==> src/rtl/som_pkg.sv <==
// Shared constants, FSM state type and grid-distance helper for the 8x8 SOM datapath.
package som_pkg;

  localparam int GRID_BITS  = 3;
  localparam int NEURONS    = 64;
  localparam int MEM_RD_LAT = 1;

  typedef enum logic [2:0] {
    IDLE,
    SCAN,
    RD,
    WB,
    DONE
  } state_t;

  // Manhattan distance between two grid coordinates; max 7+7=14 fits in 4 bits
  function automatic logic [3:0] grid_dist(input logic [GRID_BITS-1:0] ax,
                                           input logic [GRID_BITS-1:0] ay,
                                           input logic [GRID_BITS-1:0] bx,
                                           input logic [GRID_BITS-1:0] by);
    logic [GRID_BITS-1:0] dx;
    logic [GRID_BITS-1:0] dy;
    dx = (ax >= bx) ? (ax - bx) : (bx - ax);
    dy = (ay >= by) ? (ay - by) : (by - ay);
    return {1'b0, dx} + {1'b0, dy};
  endfunction

endpackage

==> src/rtl/som_vec_lerp.sv <==
// Combinational per-component weight update: w + ((x - w) >>> lr_shift), DIM lanes.
module som_vec_lerp #(
  parameter int DIM = 4,
  parameter int WW  = 8
) (
  input  logic [DIM*WW-1:0] in_vec,
  input  logic [DIM*WW-1:0] w_vec,
  input  logic [2:0]        lr_shift,
  output logic [DIM*WW-1:0] new_vec
);

  for (genvar i = 0; i < DIM; i++) begin : g_lane
    logic signed [WW:0] diff;
    logic signed [WW:0] step;

    // The floored step keeps the result between w and x, so truncation never overflows
    assign diff = $signed({1'b0, in_vec[i*WW +: WW]}) - $signed({1'b0, w_vec[i*WW +: WW]});
    assign step = diff >>> lr_shift;
    assign new_vec[i*WW +: WW] = w_vec[i*WW +: WW] + step[WW-1:0];
  end

endmodule

==> src/rtl/som_weight_update.sv <==
// Neighbourhood weight update: scans all 64 neurons and read-modify-writes those within radius of the winner.
module som_weight_update
  import som_pkg::*;
#(
  parameter int DIM = 4,
  parameter int WW  = 8
) (
  input  logic                 clk,
  input  logic                 rst_n,
  input  logic                 start,
  input  logic [GRID_BITS-1:0] winner_x,
  input  logic [GRID_BITS-1:0] winner_y,
  input  logic [DIM*WW-1:0]    in_vec,
  input  logic [3:0]           radius,
  input  logic [2:0]           lr_shift,
  output logic [5:0]           mem_addr,
  output logic                 mem_rd_en,
  input  logic [DIM*WW-1:0]    mem_rdata,
  output logic                 mem_we,
  output logic [DIM*WW-1:0]    mem_wdata,
  output logic                 busy,
  output logic                 done,
  output logic [6:0]           upd_count
);

  state_t               state;
  state_t               next_state;
  logic [5:0]           idx;
  logic                 idx_adv;
  logic [GRID_BITS-1:0] wx_q;
  logic [GRID_BITS-1:0] wy_q;
  logic [DIM*WW-1:0]    x_q;
  logic [DIM*WW-1:0]    w_q;
  logic [3:0]           radius_q;
  logic [2:0]           lr_q;
  logic [DIM*WW-1:0]    new_w;
  logic                 in_range;
  logic                 last_idx;

  assign in_range = grid_dist(idx[2:0], idx[5:3], wx_q, wy_q) <= radius_q;
  assign last_idx = (idx == 6'(NEURONS - 1));

  som_vec_lerp #(
    .DIM (DIM),
    .WW  (WW)
  ) u_lerp (
    .in_vec   (x_q),
    .w_vec    (w_q),
    .lr_shift (lr_q),
    .new_vec  (new_w)
  );

  // Operands are latched only on an accepted start so a pass always sees one consistent set
  always_ff @(posedge clk or negedge rst_n) begin
    if (!rst_n) begin
      state     <= IDLE;
      idx       <= '0;
      wx_q      <= '0;
      wy_q      <= '0;
      x_q       <= '0;
      w_q       <= '0;
      radius_q  <= '0;
      lr_q      <= '0;
      upd_count <= '0;
    end else begin
      state <= next_state;
      if (state == IDLE && start) begin
        wx_q      <= winner_x;
        wy_q      <= winner_y;
        x_q       <= in_vec;
        radius_q  <= radius;
        lr_q      <= lr_shift;
        idx       <= '0;
        upd_count <= '0;
      end
      if (idx_adv) begin
        idx <= idx + 6'd1;
      end
      // Read data is only guaranteed valid for the single cycle after the strobe
      if (state == RD) begin
        w_q <= mem_rdata;
      end
      if (state == WB) begin
        upd_count <= upd_count + 7'd1;
      end
    end
  end

  always_comb begin
    next_state = state;
    idx_adv    = 1'b0;
    mem_addr   = '0;
    mem_rd_en  = 1'b0;
    mem_we     = 1'b0;
    mem_wdata  = '0;
    busy       = 1'b1;
    done       = 1'b0;
    case (state)
      IDLE: begin
        busy = 1'b0;
        if (start) begin
          next_state = SCAN;
        end
      end
      SCAN: begin
        if (in_range) begin
          mem_rd_en  = 1'b1;
          mem_addr   = idx;
          next_state = RD;
        end else if (last_idx) begin
          next_state = DONE;
        end else begin
          idx_adv = 1'b1;
        end
      end
      RD: begin
        next_state = WB;
      end
      WB: begin
        mem_we    = 1'b1;
        mem_addr  = idx;
        mem_wdata = new_w;
        if (last_idx) begin
          next_state = DONE;
        end else begin
          idx_adv    = 1'b1;
          next_state = SCAN;
        end
      end
      DONE: begin
        done       = 1'b1;
        next_state = IDLE;
      end
      default: begin
        next_state = IDLE;
      end
    endcase
  end

endmodule

==> config.mk <==
export PLATFORM = sky130hd
export DESIGN_NAME = som_weight_update
export DESIGN_NICKNAME = d
export VERILOG_FILES = /design/src/rtl/som_pkg.sv /design/src/rtl/som_vec_lerp.sv /design/src/rtl/som_weight_update.sv
export SDC_FILE = /design/constraint.sdc
export NUM_CORES = 1
export LEC_CHECK = 0
export BUFFER_PORTS_ARGS = -buffer_cell sky130_fd_sc_hd__buf_2
export CORE_MARGIN = 5
export CORE_UTILIZATION = 45
export DETAILED_ROUTE_END_ITERATION = 8
export PLACE_DENSITY = 0.66
export SETUP_SLACK_MARGIN = 0.2
export SYNTH_ARGS = -nofsm -noshare
export SYNTH_HDL_FRONTEND = slang
export SYNTH_SLANG_ARGS = --single-unit
==> constraint.sdc <==
create_clock -name clk -period 7.11 [get_ports clk]
set_input_delay 0.711 -clock clk [delete_from_list [all_inputs] [get_ports clk]]
set_output_delay 0.711 -clock clk [all_outputs]
set_load 0.01 [all_outputs]
# == Yosys cells after proc, flatten, opt, wreduce, memory -nomap -nowiden ==
# Index checks and enable logic that the tools add are counted.
# W data, S select, Z words.
# word_totals
out_inout_bits,49
reg_bits,93
inputBits,80
# op_classes
reduce_logical,5
order_cmp,3
eq_ne,7
add_sub_neg,15
n_mux,22
shift,4
# ops
operator,n
$sshr A9 B3 Y8,4
$sub A8 B8 Y9,4
$add A8 B8 Y8,4
$mux W32,1
$mux W3,6
$mux W6,3
$mux W7,2
$pmux W3 S4,1
$pmux W6 S2,1
$sub A3 B3 Y3,4
$add A7 B1 Y7 const B,1
$mux W1,7
$add A6 B1 Y6 const B,1
$eq A3 B2 Y1 const B,2
$eq A6 B6 Y1 const B,1
$ge A3 B3 Y1,2
$add A3 B3 Y4,1
$le A4 B4 Y1,1
$reduce_bool A2 Y1,2
$eq A3 B1 Y1 const B,1
$eq A3 B3 Y1 const B,1
$logic_not A3 Y1,1
$ne A3 B3 Y1 const B,1
$ne A2 B2 Y1 const B,1
other kinds (3),3

# == Depth between registers and ports, before layout ==
# Gate-level depths: netlist (run 1).
# logic_depth
word_depth,7
mapped_depth,19

# == Modules after synthesis ==
# A second synthesis (run 1) with hierarchy kept.
# unflattened
hier_cells,1013
area_unflattened_um2,8526.9
# modules_own_cells
module,n_inst,cells_each,area_each_um2
som_weight_update,1,443,4531.8
som_vec_lerp,1,570,3995.1

# == Least setup slack after synthesis (run 1) ==
# OpenSTA, ideal clock, no wires.
# synth_timing
path_type,register to output
from,register w_q[16]
to,output port mem_wdata[23]
path_stages_with_launch,16
arrival_time_ns,3.817
setup_slack_ns,2.582
required_time_ns,6.399
cell_sequence,dfrtp_1 > ha_1 > fa_1 > nand2b_1 > a211oi_1 > o21ai_0 > and2_1 > mux2_2 > mux4_2 > ha_1 > nand3_1 > o211ai_1 > o41ai_1 > xnor2_1 > a21oi_1 > nor3b_1
# synth_via
elab_chain_len,4
# synth_lines
item,line,text
start: declaration,som_weight_update.sv:33,logic [DIM*WW-1:0] w_q;
start signal: assignment,som_weight_update.sv:81,w_q <= mem_rdata;
$sub A8 B8 Y9,som_vec_lerp.sv:17,"assign diff = $signed({1'b0, in_vec[i*WW +: WW]}) - $signed({1'b0, w_vec[i*WW +: WW]});"
$sshr A9 B3 Y8,som_vec_lerp.sv:18,assign step = diff >>> lr_shift;
$add A8 B8 Y8 *,som_vec_lerp.sv:19,assign new_vec[i*WW +: WW] = w_vec[i*WW +: WW] + step[WW-1:0];
$mux W32 *,som_weight_update.sv:98,case (state)
end: declaration,som_weight_update.sv:20,"output logic [DIM*WW-1:0] mem_wdata,"
# Mark *: on every way between the ends. The rest lies on a longest branch, timed or not.

# == Worst setup path in the final report (run 1) ==
# layout_timing
from,register w_q[26]
to,output port mem_wdata[31]
# Same word-level chain as after synthesis.

==> out/metrics.cfg, run 1 <==
[setup_path]
reg2reg_depth = 14
arrival_ps = 4760
path_delay_family = compound AO/OA/AOI/OAI gates
worstReg2RegEnd = idx[3]
end_kind = primary output
cp.required_ps = 6400
slowest_stage = o311ai_0
cp_cell_sequence = inv_1 > ha_1 > o21ai_0 > a21oi_1 > o311ai_0 > mux2i_1 > o211ai_1 > o31a_1 > ha_1 > a21oi_1 > o211ai_1 > o41ai_1 > xnor2_1 > xnor2_1 > nor2_1 > buf_2
cpPeakStageDelay_ps = 760
reg2reg_slack_ps = 2990
cp_max_fo = 5
crit_cells = 16
timing.rr.start = idx[0]
worstSetupStartpointType = register
crit_path_end = mem_wdata[31]
crit_buf_inv = 2
worstSetupPathType = register to primary output
worstSetupStartpoint = w_q[26]

[worst_hold_path]
hp-class = primary input to async pin

[sta]
worst_pin_slew_ps = 901
relSlewSlack_pct = 39.9
period_needed_ps = 5480
drv_slew = 0
clock_skew_ps = 7.50
finalHoldViolations = 0
finalCritPeriodShare_pct = 77.0
tns_ps = 0
setup_viol = 0
final.setup.worst_slack_ps = 1630
max_freq_mhz = 183
rsz0062_at_grt = no
whs_ps = 319

[route]
dr.pass1.iters = 5
vias = 7791
wl_per_cell_um = 16.5
vias_per_cell = 5.59
drc = 0
wirelength_um = 23000
drtIter0Drc = 521
final_antenna_net_count = 0

[global_route]
grt_overflow_total = 0
grt_antenna_before_repair = 5
grt_pass1_vias = 7729
grt_pass1_wl_um = 38400
grt_max_degree = 59
grt_usage_pct = 21.8

[cts]
cts_buffers = 9
cts_root_buf = clkbuf_16
holdBufCountCts = 0
post_cts_resize_count = 0
clk_pin_slew_ps = 70
post-cts-setup-buffers = 0
cts_tree = done
clkLatencyLatePin_ps = 360
cts_num_sinks = 93
htreeDepth = 3
cts_buffer_depth = 2

[finish]
area_growth_pct = 13.9
final_nets = 1332
drive_gt1_share_pct = 15.2
postLayoutCellArea_um2 = 9460
num-fill-cells = 1784

[placement]
gp_congestion = 0.899
place_area_um2 = 9140
io_buffers = 128
dp_hpwl_um = 17400
post-place-ws_ps = 2020

[synthesis]
synth_top_area_share_pct = 28.0
synth_area_leaders = dfrtp_1, ha_1, nand2_1
yosysSeqAreaShare_pct = 28.0
synth_flop_cell = dfrtp_1
yosysUniqueCellTypes = 66
synth_top_cell_by_area = dfrtp_1
async_flop_share_pct = 100
synth_area_um2 = 8310
syn_nets = 1227
synthCells = 1055
ys_ff_latch = 93
yosys_warnings = 0
syn_area_per_cell_um2 = 7.87
synth_edf_count = 0

[status]
outcome = finished, final reports clean

[die]
die_y_um = 146
fp.coreArea_um2 = 18100
dieArea_um2 = 21300
die_w_um = 146
rows = 49
initial_utilization_pct = 45.9
io_pins = 129

[run]
max_cap_violations = 0

## synthesized netlist by cell type (18+ instances only)
master / number
inv_1: 80
clkbuf_1: 39
nand2_1: 172
ha_1: 79
nor2_1: 95
o21ai_0: 96
o211ai_1: 18
dfrtp_1: 93
xnor2_1: 18
nor3_1: 30
a21o_1: 18
a21oi_1: 48
nand3_1: 27
## metrics by stage
step / instances / utilization, %
2_1_floorplan: 1055 / -
3_3_place_gp: 1378 / 50.5
3_5_place_dp: 1378 / 50.5
4_1_cts: 1393 / 52.3
5_1_grt: 1394 / 52.3
6_report: 1394 / 52.3
## layer usage
layer	track usage, %	wire length [µm]	vias to the layer above
met5	0	46	-
met4	5.41	390	8
met3	4.73	1400	35
met2	35.5	10400	198
met1	29.7	10700	3630
li1	-	-	3920
## state kept, by name (all words and copies together), names as in the netlist
name	flops
w_q	32
x_q	32
upd_count	7
idx	6
radius_q	4
lr_q	3
state	3
wx_q	3
wy_q	3
## kinds of logic after synthesis
group	Yosys count	synth area share (%)
AOI/OAI and AO/OA	278	21.7
and+or+nand+nor	406	22.0
adders and majority gates	92	15.0
DFF	93	28.0
muxes	28	3.96
buffers and inverters	124	5.69
xor gates and xnor gates	34	3.59
## placed cells by master (no fill, tap or decap), types with 5 or more instances in the layout
cell type	n
nand2_1	172
buf_2	127
o21ai_0	96
nor2_1	95
dfrtp_1	93
inv_1	80
ha_1	79
a21oi_1	48
nor3_1	29
nand3_1	27
o211ai_1	18
a21o_1	18
xnor2_1	18
a211oi_1	16
xor2_1	16
mux2i_1	16
nand2b_1	14
fa_1	13
and3_1	12
nor2b_1	11
and2_1	11
or3_1	10
o31ai_1	10
buf_4	10
mux2_2	9
clkbuf_16	9
o21a_1	7
a221oi_1	6
a21boi_0	5
nand4_1	5
o21bai_1	5
o221ai_1	5
nor3b_1	5
## final cells by class
cell class / count / area, µm² / area share [%]
inverters: 81 / 304 / 3.21
diodes: 1 / 2.50 / 0.0264
clock buffers: 9 / 225 / 2.38
multi-input cells: 838 / 5510 / 58.3
well taps: 229 / 287 / 3.03
repair buffers: 137 / 711 / 7.51
flip-flops and latches: 93 / 2330 / 24.6
clock inverters: 6 / 93.8 / 0.992
## how the worst min path moves through the flow
stage	endpoint	slack, ps	startpoint	cells after the start
6_report	x_q[13]	320	rst_n	1
5_1_grt	x_q[13]	360	rst_n	1
4_1_cts	x_q[13]	340	rst_n	1
3_5_place_dp	x_q[28]	470	x_q[28]	2
3_3_place_gp	x_q[2]	460	x_q[2]	2
2_1_floorplan	idx[0]	420	rst_n	0
Power of run 1 is not shown: default switching activity piles up to over one toggle a cycle in this logic, so the estimate is an artifact.
==> inputs of run 2 (changes only) <==
--- a/config.mk
+++ b/config.mk
@@ -5,6 +5,7 @@
 export SDC_FILE = /design/constraint.sdc
 export NUM_CORES = 1
 export LEC_CHECK = 0
+export ABC_AREA = 1
 export BUFFER_PORTS_ARGS = -buffer_cell sky130_fd_sc_hd__buf_2
 export CORE_MARGIN = 5
 export CORE_UTILIZATION = 45
==> constraint.sdc (replaced) <==
create_clock -name clk -period 5.6 [get_ports clk]
set_input_delay 0.56 -clock clk [delete_from_list [all_inputs] [get_ports clk]]
set_output_delay 0.56 -clock clk [all_outputs]
set_load 0.01 [all_outputs]
==> run 2 against run 1 <==
  * Clock skew down 4.2 ps
  * Synthesized cell count up 11%
  * Setup slack worse by 870 ps
  * Die area down 2.7%
==> out/metrics.cfg, run 2 <==
[finish]
final_nets = 1451  ; +8.9%
num-fill-cells = 1847  ; +3.5%
utilization_pct = 51.7  ; -0.65 points
drive_gt1_share_pct = 14.3  ; -0.88 points
area_growth_pct = 13.9  ; about the same
final_cell_mix = nand2_1, inv_1, buf_2
final_common_cell = nand2_1
diodes = 0  ; -1
top_regs = w_q x32, x_q x32, upd_count x7

[synthesis]
synth_top_family_by_area = simple AND/OR/NAND/NOR gates
yosysUniqueCellTypes = 42  ; -36%
async_flop_share_pct = 100  ; unchanged
yosysMostFrequentCell = nand2_1
muxShareOfSynthArea_pct = 1.09  ; -2.9 points
ys_ff_latch = 93  ; unchanged
synth_xor_area_share_pct = 3.26  ; -0.33 points
synth_fa_ha_area_share_pct = 15.5  ; +0.45 points
synth_flop_cell = dfrtp_1
synth_compound_area_share_pct = 13.6  ; -8.1 points
synth_area_um2 = 8070  ; -2.9%
synth_top_area_share_pct = 28.9  ; +0.83 points
synth_common_cells = nand2_1, inv_1, nor2_1
synth_top_cell_by_area = dfrtp_1
synth_area_leaders = dfrtp_1, nand2_1, ha_1
syn_nets = 1340  ; +9.2%
yosysSeqAreaShare_pct = 28.9  ; +0.83 points
yosys_warnings = 0  ; unchanged
syn_area_per_cell_um2 = 6.91  ; -12%
synth_edf_count = 0  ; unchanged
yosys.area_share.simple_pct = 27.2  ; +5.2 points
synthCells = 1168  ; +11%

[sta]
drv_slew = 0  ; unchanged
setup_viol = 0  ; unchanged
max_freq_mhz = 207
finalHoldViolations = 0  ; unchanged
relSlewSlack_pct = 38.2  ; -1.7 points
period_needed_ps = 4830
rsz0062_at_grt = no
tns_ps = 0  ; unchanged
finalCritPeriodShare_pct = 86.3
worst_pin_slew_ps = 925  ; +23.9 ps
clock_skew_ps = 3.27  ; -4.23 ps

[placement]
dp_hpwl_um = 16000  ; -8.2%
gp_congestion = 0.845  ; -6.0%
io_buffers = 128  ; unchanged

[cts]
htreeDepth = 3  ; unchanged
cts_tree = done
cts_buffer_depth = 2  ; unchanged
clkLatencyLatePin_ps = 350  ; about the same
post_cts_resize_count = 0  ; unchanged
clk_pin_slew_ps = 70  ; about the same
holdBufCountCts = 0  ; unchanged
post-cts-setup-buffers = 0  ; unchanged
cts_root_buf = clkbuf_16
cts_num_sinks = 93  ; unchanged
cts_buffers = 9  ; unchanged

[setup_path]
end_kind = primary output
worstSetupStartpointType = register
worstSetupPathType = register to primary output
arrival_ps = 4270  ; -490 ps
worstSetupStartpoint = w_q[8]
cp_max_fo = 4  ; -1
cp.required_ps = 5040  ; -1360 ps
timing.rr.start = idx[4]

[die]
io_pins = 129  ; unchanged
rows = 49  ; unchanged
initial_utilization_pct = 45.4  ; -0.56 points
die_y_um = 144  ; -1.4%
die_w_um = 144  ; -1.4%
dieArea_um2 = 20700  ; -2.7%
fp.coreArea_um2 = 17800  ; -1.7%

[global_route]
grt_max_degree = 65  ; +10%
grt_overflow_total = 0  ; unchanged
grt_antenna_before_repair = 2  ; -3
grt_usage_pct = 20.8  ; -1.0 points
grt_pass1_wl_um = 34800  ; -9.5%
grt_pass1_vias = 7372  ; -4.6%

[route]
vias = 7663  ; -1.6%
vias_per_cell = 5.06  ; -9.4%
wl_per_cell_um = 13.9  ; -16%
drc = 0  ; unchanged
wirelength_um = 21000  ; -8.7%
drtIter0Drc = 398  ; -24%
dr.pass1.iters = 6  ; +1
final_antenna_net_count = 0  ; unchanged

[status]
outcome = finished, final reports clean

[worst_hold_path]
hp-class = primary input to async pin

[run]
max_cap_violations = 0  ; unchanged

-- run 2: stage by stage --
step           hold WS (ps)  worst slack [ps]  instances  area [µm²]
2_1_floorplan           264              1650       1168        8070
3_3_place_gp            471              1260       1497        8900
3_5_place_dp            472              1170       1497        8900
4_1_cts                 166               760       1513        9190
5_1_grt                 185               418       1513        9190
6_report                154               768       1513        9190
-- run 2: cell families (layout without fill, tap and decap cells) --
| logic type | Yosys count | after routing |
|---|---|---|
| and+or+nand+nor | 532 | 532 |
| buffers and inverters | 218 | 334 |
| AOI/OAI and AO/OA | 195 | 195 |
| DFF | 93 | 93 |
| adders and majority gates | 92 | 92 |
| xor gates and xnor gates | 30 | 30 |
| muxes | 8 | 8 |
-- run 2: layer usage --
metal | routed length [µm] | part of all wire (%) | track usage [%]
met4 | 452 | 2.2 | 6.59
met1 | 9660 | 46 | 28.0
met2 | 9760 | 47 | 34.3
met3 | 1060 | 5.0 | 3.33
met5 | 22 | 0.10 | 0
-- run 2: critical path: stages, from the launching register on --
cell     delay, ps
dfrtp_1        410
ha_1           240
fa_1           370
inv_1           70
nand2_1         60
a21oi_1        300
a21o_1         160
nand2_1         60
nand3_1         90
nand2_1         80
nand2_1         80
a31oi_1        110
ha_1           250
fa_1           400
nand2_1         70
inv_1           40
o21ai_0        200
a21oi_1        130
o21a_1         190
nor2_1         110
xor2_1         270
nor2_1          70
buf_2          150
-- run 2: final timing paths --
kind                                       to  slack [ps]  cells after the start
worst max-delay path            mem_wdata[14]         770                     22
worst min-delay path                   x_q[6]         150                      1
worst max register to register         idx[4]        2010                     20
worst min register to register        x_q[31]         480                      2
max in group asynchronous             x_q[27]        4290                      2
min in group clk                       x_q[6]         400                      3
-- run 2: final cells by class --
type	count	area (µm²)	area share, %
Timing Repair Buffer	137	711	7.74
Inverter	181	684	7.45
Clock buffer	11	243	2.64
Tap cell	229	287	3.12
Clock inverter	5	41.3	0.450
Sequential cell	93	2330	25.3
Multi-Input combinational cell	857	4890	53.3
Power of run 2 is left out for the same reason.
==> inputs of run 3 (changes only) <==
--- a/config.mk
+++ b/config.mk
@@ -7,6 +7,7 @@
 export LEC_CHECK = 0
 export ABC_AREA = 1
 export BUFFER_PORTS_ARGS = -buffer_cell sky130_fd_sc_hd__buf_2
+export CORE_ASPECT_RATIO = 1.2
 export CORE_MARGIN = 5
 export CORE_UTILIZATION = 45
 export DETAILED_ROUTE_END_ITERATION = 8
==> run 3 against run 2 <==
  * Critical path type unchanged
  * Via count is 0.74% lower
  * Sequential share of layout area is 0.055 points lower
  * Highest routed layer unchanged
  * Sequential cell count stayed put
  * Critical path depth stayed put
  * Clock skew is 4.4 ps higher
==> out/metrics.cfg, run 3 (synthesis results as in run 2) <==
[status]
outcome = finished, final reports clean

[sta]
tns_ps = 0  ; unchanged
setup_viol = 0  ; unchanged
rsz0062_at_grt = no
drv_slew = 0  ; unchanged
finalHoldViolations = 0  ; unchanged
period_needed_ps = 4840  ; +3.39 ps
max_freq_mhz = 207  ; about the same
finalCritPeriodShare_pct = 86.3  ; about the same
relSlewSlack_pct = 28.8  ; -9.4 points
worst_pin_slew_ps = 1070  ; +141 ps
clock_skew_ps = 7.65  ; +4.38 ps

[finish]
final_cells = 1504  ; -0.59%
final_nets = 1451  ; unchanged
top_regs = w_q x32, x_q x32, upd_count x7
num-fill-cells = 1809  ; -2.1%
area_growth_pct = 14.1
final_cell_mix = nand2_1, inv_1, buf_2
drive_gt1_share_pct = 14.3  ; -0.078 points
final_common_cell = nand2_1
postLayoutCellArea_um2 = 9210  ; +0.22%
diodes = 0  ; unchanged

[placement]
dpl.cell_count = 1488  ; -0.60%
io_buffers = 128  ; unchanged
place_area_um2 = 8890  ; -0.13%
gp_congestion = 0.945  ; +12%
dp_hpwl_um = 15800  ; -1.2%

[route]
final_antenna_net_count = 0  ; unchanged
wirelength_um = 20800  ; -0.68%
wl_per_cell_um = 13.8  ; about the same
drc = 0  ; unchanged
vias = 7606  ; -0.74%
dr.pass1.iters = 5  ; -1
vias_per_cell = 5.06  ; -0.15%
drtIter0Drc = 290  ; -27%

[die]
initial_utilization_pct = 45.9  ; +0.53 points
fp.coreArea_um2 = 17600  ; -1.2%
dieArea_um2 = 20700  ; about the same
rows = 53  ; +8.2%
die_y_um = 157  ; +8.9%
die_w_um = 132  ; -8.1%
io_pins = 129  ; unchanged

[worst_hold_path]
hp-class = primary input to async pin

[global_route]
grt_antenna_before_repair = 1  ; -1
grt_overflow_total = 0  ; unchanged
grt_usage_pct = 20.4  ; -0.35 points
grt_pass1_wl_um = 35200  ; +1.2%
grt_max_degree = 67  ; +3.1%
grt_pass1_vias = 7614  ; +3.3%

[cts]
holdBufCountCts = 0  ; unchanged
cts_root_buf = clkbuf_16
post-cts-setup-buffers = 0  ; unchanged
cts_num_sinks = 93  ; unchanged
cts_buffers = 9  ; unchanged
clk_pin_slew_ps = 70  ; about the same
clkLatencyLatePin_ps = 350  ; about the same
post_cts_resize_count = 0  ; unchanged
htreeDepth = 3  ; unchanged
cts_buffer_depth = 2  ; unchanged
cts_tree = done

[setup_path]
worstSetupStartpointType = register
cp_max_fo = 3  ; -1
end_kind = primary output
cp.required_ps = 5040  ; about the same
worstSetupPathType = register to primary output
arrival_ps = 4280  ; about the same

[run]
max_cap_violations = 0  ; unchanged

## run 3: cell count changes in the layout (fill, tap and decap cells not counted)
cell,change
clkbuf_8,-1
clkinvlp_4,-2
bufinv_16,+2
clkinv_2,+1
clkbuf_1,+1
inv_6,-1
## run 3: cell type report
class	count	area, µm²	share of cell area (%)
multi-input combinational	857	4890	53.1
sequential	93	2330	25.3
timing repair buffer	137	711	7.72
inverter	181	684	7.44
tap	220	275	2.99
clock buffer	11	233	2.53
clock inverter	5	82.6	0.897
## run 3: per-layer routing
layer  vias to the layer above  wire, µm  global-route usage, %
met5                         -         7                      0
met1                      3483      9210                   25.5
met2                       145     10300                   36.4
met3                        26       922                   3.76
met4                         2       344                   5.43
li1                       3950         -                      -
## run 3: final timing paths
path                             from           end  slack (ps)  depth (start not counted)
setup / recovery               w_q[0]  mem_wdata[6]         760                         22
max in group asynchronous       rst_n       x_q[22]        4290                          2
setup reg to reg               idx[1]        idx[4]        1930                         20
min in group clk           in_vec[29]       x_q[29]         400                          3
hold reg to reg               x_q[15]       x_q[15]         490                          2
hold / removal                  rst_n        x_q[5]         170                          1
## run 3: through the flow
stage | setup WS, ps | util [%] | hold WS (ps)
floorplan | 1650 | - | 264
global placement | 1260 | 50.6 | 474
detailed placement | 1200 | 50.6 | 473
CTS | 778 | 52.4 | 176
global route | 401 | 52.4 | 198
finish | 765 | 52.4 | 170
## run 3: critical path, cell delays in order (launching register included)
cell     delay, ps
dfrtp_1        400
ha_1           240
fa_1           420
inv_1           70
nand2_1         40
a21oi_1        260
xor2_1         140
or2_2          290
nand2_1         80
nand2_1         50
nand2_1        100
o21ai_0         90
ha_1           240
fa_1           400
nand2_1         70
inv_1           50
o21ai_0        220
a21oi_1        140
o21a_1         190
nor2_1         110
xor2_1         150
nor2_1          50
buf_2          150
Power of run 3 is left out for the same reason.
